$ cat config.mk
export PLATFORM = sky130hd
export DESIGN_NAME = plic_mt
export DESIGN_NICKNAME = d
export VERILOG_FILES = /design/src/rtl/plic_mt.sv
export SDC_FILE = /design/constraint.sdc
export NUM_CORES = 1
export LEC_CHECK = 0
export ABC_AREA = 1
export CORE_AREA = 2 2 145 203
export CTS_CLUSTER_DIAMETER = 120
export DETAILED_ROUTE_END_ITERATION = 12
export DIE_AREA = 0 0 147 205
export PLACE_DENSITY = 0.82
export REMOVE_ABC_BUFFERS = 1
export SKIP_LAST_GASP = 1
export SLEW_MARGIN = 20
export SYNTH_ARGS = -nofsm -noshare
export SYNTH_HDL_FRONTEND = slang
export SYNTH_SLANG_ARGS = --single-unit
$ cat constraint.sdc
create_clock -name clk -period 31.8 [get_ports clk]
set_input_delay 4.77 -clock clk [delete_from_list [all_inputs] [get_ports clk]]
set_output_delay 4.77 -clock clk [all_outputs]
set_load 0.05 [all_outputs]
$ cat src/rtl/plic_mt.sv
// Multi-target platform-level interrupt controller: gateways, pending array,
// per-target registered arbiter, claim/complete and nesting stack.
// Optional feature macro: PLIC_EDGE_TRIG_EN adds src_edge and edge-mode gateways.
module plic_mt #(
  parameter int NUM_SRC    = 31,
  parameter int NUM_TGT    = 2,
  parameter int PRIO_WIDTH = 3,
  parameter int NEST_DEPTH = 4
) (
  input  logic                                clk,
  input  logic                                rst,
  input  logic [NUM_SRC:0]                    src_irq,
`ifdef PLIC_EDGE_TRIG_EN
  input  logic [NUM_SRC:0]                    src_edge,
`endif
  input  logic [PRIO_WIDTH*(NUM_SRC+1)-1:0]   prio_1d,
  input  logic [NUM_TGT*(NUM_SRC+1)-1:0]      ie_1d,
  input  logic [NUM_TGT*PRIO_WIDTH-1:0]       thresh_1d,
  input  logic [NUM_TGT-1:0]                  claim_req,
  output logic [NUM_TGT-1:0]                  claim_vld,
  output logic [8*NUM_TGT-1:0]                claim_id,
  input  logic [NUM_TGT-1:0]                  cmplt_req,
  input  logic [8*NUM_TGT-1:0]                cmplt_id,
  output logic [NUM_SRC:0]                    ip,
  output logic [NUM_TGT-1:0]                  irq
);

  localparam int S  = NUM_SRC + 1;
  localparam int CW = $clog2(NEST_DEPTH + 1);

  typedef logic [PRIO_WIDTH-1:0] prio_t;

  // Source 0 is reserved and can never pend.
  localparam logic [S-1:0] SRC_MASK = {{NUM_SRC{1'b1}}, 1'b0};

  logic [S-1:0]    ip_q;
  logic [S-1:0]    closed_q;
  logic [S-1:0]    req;
  logic [S-1:0]    take;
  logic [S-1:0]    reopen;
  logic [S-1:0]    claim_clr;
  logic [S-1:0]    cmplt_hit;
  prio_t           src_prio [S];
  prio_t           thresh   [NUM_TGT];

  prio_t           best_prio_p0 [NUM_TGT];
  logic [7:0]      best_id_p0   [NUM_TGT];
  logic [7:0]      best_id_p1   [NUM_TGT];

  prio_t           stk     [NUM_TGT][NEST_DEPTH];
  logic [CW-1:0]   cnt     [NUM_TGT];
  logic [CW-1:0]   cnt_pop [NUM_TGT];
  prio_t           top     [NUM_TGT];
  logic [NUM_TGT-1:0] full;

  logic [NUM_TGT-1:0] grant;
  prio_t           gprio [NUM_TGT];

  assign ip = ip_q;

  always_comb begin
    for (int i = 0; i < S; i++) src_prio[i] = prio_1d[i*PRIO_WIDTH +: PRIO_WIDTH];
    for (int t = 0; t < NUM_TGT; t++) thresh[t] = thresh_1d[t*PRIO_WIDTH +: PRIO_WIDTH];
  end

  // Gateway request: level, or rising edge plus a single held-over edge.
`ifdef PLIC_EDGE_TRIG_EN
  logic [S-1:0] hist_q;
  logic [S-1:0] edge_pend_q;
  logic [S-1:0] rise;

  assign rise = src_irq & ~hist_q;
  assign req  = (src_edge & rise) | (~src_edge & src_irq) | edge_pend_q;

  always_ff @(posedge clk or posedge rst) begin
    if (rst) begin
      hist_q      <= '0;
      edge_pend_q <= '0;
    end else begin
      hist_q      <= src_irq;
      edge_pend_q <= (closed_q & (edge_pend_q | (src_edge & rise))) & SRC_MASK;
    end
  end
`else
  assign req = src_irq;
`endif

  // A complete only reopens a closed gateway; that cycle's request is ignored.
  always_comb begin
    claim_clr = '0;
    cmplt_hit = '0;
    for (int i = 1; i < S; i++) begin
      for (int t = 0; t < NUM_TGT; t++) begin
        if (grant[t] && best_id_p1[t] == 8'(i)) claim_clr[i] = 1'b1;
        if (cmplt_req[t] && cmplt_id[t*8 +: 8] == 8'(i)) cmplt_hit[i] = 1'b1;
      end
    end
  end

  assign reopen = closed_q & cmplt_hit;
  assign take   = ~closed_q & req & SRC_MASK;

  always_ff @(posedge clk or posedge rst) begin
    if (rst) begin
      ip_q     <= '0;
      closed_q <= '0;
    end else begin
      ip_q     <= (ip_q & ~claim_clr) | take;
      closed_q <= (closed_q & ~reopen) | take;
    end
  end

  // Stage p0: combinational winner per target, lowest id wins ties.
  always_comb begin
    for (int t = 0; t < NUM_TGT; t++) begin
      best_prio_p0[t] = '0;
      best_id_p0[t]   = '0;
      for (int i = NUM_SRC; i >= 0; i--) begin
        if (ip_q[i] && ie_1d[t*S + i] && src_prio[i] != '0 &&
            src_prio[i] >= best_prio_p0[t]) begin
          best_prio_p0[t] = src_prio[i];
          best_id_p0[t]   = 8'(i);
        end
      end
    end
  end

  always_comb begin
    for (int t = 0; t < NUM_TGT; t++) begin
      top[t]  = '0;
      full[t] = (int'(cnt[t]) == NEST_DEPTH);
      for (int d = 0; d < NEST_DEPTH; d++)
        if (int'(cnt[t]) == d + 1) top[t] = stk[t][d];
      cnt_pop[t] = cnt[t] - CW'(cmplt_req[t] && cnt[t] != '0);
    end
  end

  // Claim arbitration; a pop in the same cycle frees a slot for the push.
  always_comb begin
    logic [NUM_TGT-1:0] g;
    logic               ipb;
    g = '0;
    for (int t = 0; t < NUM_TGT; t++) begin
      gprio[t] = '0;
      ipb      = 1'b0;
      for (int i = 0; i < S; i++) begin
        if (best_id_p1[t] == 8'(i)) begin
          gprio[t] = src_prio[i];
          ipb      = ip_q[i];
        end
      end
      g[t] = claim_req[t] && best_id_p1[t] != '0 && ipb && !(full[t] && !cmplt_req[t]);
      for (int u = 0; u < t; u++)
        if (g[u] && best_id_p1[u] == best_id_p1[t]) g[t] = 1'b0;
    end
    grant = g;
  end

  // Stage p1: registered winner, interrupt line and claim response.
  always_ff @(posedge clk or posedge rst) begin
    if (rst) begin
      irq       <= '0;
      claim_vld <= '0;
      claim_id  <= '0;
      for (int t = 0; t < NUM_TGT; t++) begin
        best_id_p1[t] <= '0;
        cnt[t]        <= '0;
      end
    end else begin
      for (int t = 0; t < NUM_TGT; t++) begin
        best_id_p1[t]      <= best_id_p0[t];
        irq[t]             <= (best_prio_p0[t] > thresh[t]) && (best_prio_p0[t] > top[t]) && !full[t];
        claim_vld[t]       <= claim_req[t];
        claim_id[t*8 +: 8] <= grant[t] ? best_id_p1[t] : 8'd0;
        cnt[t]             <= cnt_pop[t] + CW'(grant[t]);
      end
    end
  end

  always_ff @(posedge clk) begin
    for (int t = 0; t < NUM_TGT; t++)
      for (int d = 0; d < NEST_DEPTH; d++)
        if (grant[t] && int'(cnt_pop[t]) == d) stk[t][d] <= gprio[t];
  end

endmodule

# --- Yosys cells after proc, flatten, opt, wreduce, memory -nomap -nowiden ---
# Memories as Yosys holds them, arrays and structs flattened.
# Cells that the tools add are included.
totals:
  ff_bits: 106
  ram_bits: 24
  inputBits: 220
  output_inout_bits: 52
  wordCells: 1021
  n_memories: 1
op_classes:
  addsub: 4
  order_cmp: 67
  n_eq_ne: 139
  mux: 407
  bitwise_logic: 9
  reduce_logical: 385
mem_list:
  columns: ["name", "words", "word_bits", "rd", "rd_clocked_by_memory_dff", "write_ports", "line", "rtl"]
  rows:
  - ["stk", 2, 12, 2, 0, 2, "50", "prio_t stk [NUM_TGT][NEST_DEPTH];"]
op_table:
  columns: ["operator", "n"]
  rows:
  - ["8-bit by 5-bit equality test with 1-bit output (second input constant)", 64]
  - ["8-bit two-way mux", 64]
  - ["3-bit two-way mux", 136]
  - ["1-bit logical AND", 339]
  - ["8-bit by 4-bit equality test with 1-bit output (second input constant)", 32]
  - ["1-bit two-way mux", 205]
  - ["3-bit >= comparator", 62]
  - ["32-bit AND", 4]
  - ["8-bit by 3-bit equality test with 1-bit output (second input constant)", 16]
  - ["3-bit nonzero test", 34]
  - ["32-bit inverter", 3]
  - ["8-bit by 2-bit equality test with 1-bit output (second input constant)", 8]
  - ["32-bit bitwise OR", 2]
  - ["8-bit by 1-bit equality test with 1-bit output (second input constant)", 4]
  - ["3-bit equality test (second input constant)", 10]
  - ["8-bit zero test", 2]
  - ["8-bit nonzero test", 2]
  - ["3-bit by 2-bit equality test with 1-bit output (second input constant)", 4]
  - ["3-bit greater-than comparator", 4]
  - ["5-bit two-way mux", 2]
  - ["8-bit equality test", 1]
  - ["3-bit by 1-bit adder with 3-bit output", 2]
  - ["1-bit zero test", 6]
  - ["3-bit zero test", 2]
  - ["other kinds (2)", 3]

# --- Logic depth before layout (Yosys ltp) ---
logic_depth:
  ltp_word: 100
  ltp_mapped: 271
  ltp_nobuf: 271

# --- Worst setup path before layout ---
# Ideal clock, no wire load.
synth_timing:
  path_kind: "input-to-reg"
  start: "in ie_1d[63]"
  end: "reg irq[1]"
  setup_time_ns: 0.126
  t_arrival_ns: 31.026
  required_ns: 31.674
  path_slack_ns: 0.648
  cell_stages: 237
  n_path_buf: 0
  cell_sequence: "nand2_1 -> inv_1 -> nand2_1 -> ha_1 -> nand2_1 -> inv_1 -> nand2_1 -> nand2_1 -> nand2_2 -> o21ai_0 -> ha_1 -> inv_1 -> nand2_1 -> o21ai_0 -> inv_1 -> nand2_1 -> nand2_1 -> nand2_2 -> [... 201 more ...] -> a21oi_1 -> o21ai_0 -> inv_1 -> nor2_1 -> inv_1 -> nand3_1 -> nand2_1 -> ha_1 -> nand2_1 -> o211ai_1 -> nand2_1 -> inv_1 -> o21ai_0 -> ha_1 -> nand2_1 -> nor2_1 -> a211oi_1 -> nor3_1"
synth_between:
  elab_chain_cells: 100
  word_cells_on_any_way: 101
  classes_between: "order compare: 33; mux: 32; reduce/logical: 36"
synth_lines:
  columns: ["item", "line", "rtl"]
  rows:
  - ["start, declared", "17", "input logic [NUM_TGT*(NUM_SRC+1)-1:0] ie_1d,"]
  - ["1-bit logical AND (*) (3 in series)", "119", "if (ip_q[i] && ie_1d[t*S + i] && src_prio[i] != '0 &&"]
  - ["3-bit two-way mux (*)", "119", null]
  - ["3-bit >= comparator", "120", "src_prio[i] >= best_prio_p0[t]) begin"]
  - ["1-bit logical AND", "119", null]
  - ["3-bit two-way mux (*)", "119", null]
  - ["3-bit >= comparator", "120", null]
  - ["1-bit logical AND", "119", null]
  - ["3-bit two-way mux (*)", "119", null]
  - ["[... 81 more ...]", null, null]
  - ["3-bit >= comparator", "120", null]
  - ["1-bit logical AND", "119", null]
  - ["3-bit two-way mux (*)", "119", null]
  - ["3-bit >= comparator", "120", null]
  - ["1-bit logical AND", "119", null]
  - ["3-bit two-way mux (*)", "119", null]
  - ["3-bit greater-than comparator", "172", "irq[t] <= (best_prio_p0[t] > thresh[t]) && (best_prio_p0[t] > top[t]) && !full[t];"]
  - ["1-bit logical AND (*) (2 in series)", "172", null]
  - ["end signal, assigned by index", "172", null]
  - ["end, declared", "25", "output logic [NUM_TGT-1:0] irq"]
# Every way passes the cells marked *; elsewhere a longest branch is shown, timed or not.

# --- Final worst setup path ---
# Ends and elaborated chain as after synthesis.

==> results.tsv <==
metric	value	unit
status	complete, but fails checks	
violations	setup timing	
reg2reg_to	irq[1]$_DFF_PP0_	
async_flop_share	79.3	%
finalCriticalPeriod	32.10	ns
ys_seq_elements	116	
drt_iter0_drc	2350	
num_rows	73	
place_inst	3377	
cts.sinks	116	
first_global_vias	19800	
num_vias	21900	
finalSetupViolations	2	
ys.flop_type	dfrtp_1	
final-seq-area	3020	sq um
drive_gt1_share	30.8	%
fin_ws	-0.297	ns
ys_types	57	
fin_cells	3514	
drtPass1Iterations	6	
cts_tree	yes	
multi_input_area	12100	sq um
yosys.cell_count.top_type	nand2_1	
pin_count	272	
cts_buffers	17	
dieArea	30100	sq um
netlist_instances	2498	
grt_pass1_wl	97800	um
hpwlAfterDp	51600	um
rsz0062_at_grt	true	
gp_congestion	0.990	
critPathLaunch	ie_1d[63]	
grt_use_total	40.6	%
synth_seq_area_share	19.7	%
ctsHoldBuffers	0	
peakVddDrop	0.0577	mV
fill_cells	1788	
core	28300	sq um
p_per_area	94.4	nW/um^2
fmax	31.2	MHz
min_path_type	register to register	
synth_common_cells	490 x nand2_1, 422 x inv_1, 260 x nand3_1	
setup.worst_path.class	primary input to register	
crit_family	simple AND/OR/NAND/NOR gates	
cp.arrival	32.44	ns
r2r_cells	256	
syn_area	15300	sq um
grt_max_degree	52	
drc	0	
fin_worst_skew	0.0118	ns
clockBufferDepth	2	
syn2layout_area_growth	51.4	%
cp-end-kind	register	
path_depth	257	
cts-root-buf	clkbuf_16	
avgSynthCellArea	6.14	sq um
placed_area	20300	sq um
ant_nets	0	
port_buffers	261	
place_ws	-2.47	ns
cp_num_buf_inv	36	
endpoint	irq[1]$_DFF_PP0_	
wl_per_cell	20.9	um
cp_slowest_stage_delay	0.32	ns
die_h	205	um
finalCritPeriodShare	101	%
cp-start-kind	primary input	
r2r-start	ip[31]$_DFF_PP0_	
path_clk_slew	0.06	ns
yosysWarnings	0	
fin_nets	3437	
stdcell_area	23200	sq um
hold_slack	0.485	ns
ctsHtreeMaxLevel	4	
die_w	147	um
hold_viol	0	
start_util	54.2	%
required	32.14	ns
setup_tns	-0.324	ns
synth.area.top_cells	dfrtp_1 15%, nand2_1 12%, inv_1 10%	
synth_top_area_cell	dfrtp_1	
leakage	11.4	nW
finalMaxSlewViolations	0	
clk_latency	0.43	ns
cpMostUsedCell	nand2_2	
routed_wirelength	73600	um
maxCapViolations	0	
viasPerCell	6.23	
critPathMaxFanout	5	
slowest_stage	ha_1	
max_slew_margin	40.5	%
rrSetupSlack	3.54	ns
grt-ovfl-total	0	
synth_top_area_share	15.0	%
tightestPinTransition	0.893	ns
synth_enable_flop_cells	24	
antenna_found_initial	1	
[worst reg2reg max path, delay by kind of cell (launching register included)]
family	cells	cell delay [ns]
AND/OR/NAND/NOR	136	11.37
adder cells (fa/ha/maj)	31	8.59
flip-flops	1	0.54
buffers and inverters	35	2.51
AO/OA/AOI/OAI	54	5.15
[placed cells by master (no fill, tap or decap), types with 11 or more instances in the layout]
cell type / netlist / routed
nand2_1: 490 / 407
inv_1: 422 / 381
buf_4: 7 / 363
clkdlybuf4s50_1: 0 / 253
nand3_1: 260 / 241
nor2_1: 233 / 212
nand2_2: 144 / 175
o21ai_0: 185 / 107
a21oi_1: 130 / 99
dfrtp_1: 92 / 92
o22ai_1: 89 / 86
nand3_2: 66 / 83
nand2_4: 16 / 68
ha_1: 92 / 65
inv_2: 13 / 55
nor3_1: 50 / 48
o21ai_2: 2 / 47
a21oi_2: 6 / 37
ha_4: 0 / 25
edfxtp_1: 24 / 24
o21ai_1: 6 / 21
o211ai_1: 21 / 21
o21ai_4: 0 / 18
nor2_2: 1 / 17
nand4_1: 17 / 17
clkbuf_16: 0 / 17
o21bai_1: 12 / 12
a221oi_1: 11 / 11
[how the worst min path moves through the flow]
stage                     slack (ns)                   start                     end  cells past startpoint
after floorplan                 0.45  closed_q[10]$_DFF_PP0_  closed_q[10]$_DFF_PP0_                      1
after global placement          0.47  closed_q[25]$_DFF_PP0_  closed_q[25]$_DFF_PP0_                      1
after detailed placement        0.47  closed_q[19]$_DFF_PP0_        ip[19]$_DFF_PP0_                      1
after CTS                       0.48  closed_q[19]$_DFF_PP0_        ip[19]$_DFF_PP0_                      1
after global routing            0.49  closed_q[27]$_DFF_PP0_  closed_q[27]$_DFF_PP0_                      1
final                           0.48  closed_q[17]$_DFF_PP0_  closed_q[17]$_DFF_PP0_                      1
[report_power, final]
part           switching [mW]  internal [mW]
logic                    1.03          0.694
clock network          0.0839          0.103
registers              0.0672          0.216
[layer usage]
| layer | track usage (%) | routed length, um | vias to the layer above |
|---|---|---|---|
| met5 | 0 | 34 | - |
| met4 | 24.8 | 7010 | 2 |
| met3 | 5.50 | 6560 | 585 |
| met2 | 75.5 | 35800 | 1698 |
| met1 | 43.3 | 24200 | 9964 |
| li1 | - | - | 9637 |
[sequential cells by signal, indices dropped and copies added, names as in the netlist]
name        count
claim_id       10
closed_q       31
cnt             6
stk            24
best_id_p1     10
irq             2
ip             31
claim_vld       2
[area by class of cell]
class	instances	share of cell area [%]
diodes	1	0.0108
clock buffers	17	1.83
clock inverters	15	0.582
inverters	442	7.17
multi-input cells	1917	52.0
flip-flops and latches	116	13.0
well taps	375	2.02
repair buffers	631	23.4
[repair_timing]
action / 4_1_cts / 5_1_grt
endpoints found under the setup margin: 12 / 12
endpoints found under the hold margin: 0 / 0
setup buffers: 7 / 101
pin swaps: 37 / 280
gates resized for setup: 136 / 349
[cells by family after synthesis]
| family | count (synthesis) | synth area share (%) |
|---|---|---|
| buf+inv | 471 | 11.8 |
| other cells | 1 | 0.0244 |
| flops | 116 | 19.7 |
| xor+xnor | 2 | 0.114 |
| fa+ha+maj | 92 | 7.50 |
| compound gates | 516 | 19.9 |
| simple gates | 1300 | 40.9 |
[per-stage QoR]
stage / utilization (%) / power [mW]
after CTS: 74.8 / 1.84
after detailed placement: 71.7 / 1.60
after global placement: 71.7 / 1.56
after global routing: 82.0 / 2.31
after floorplan: - / 1.06
final: 82.0 / 2.19
Power figures use the tool's default switching activity.
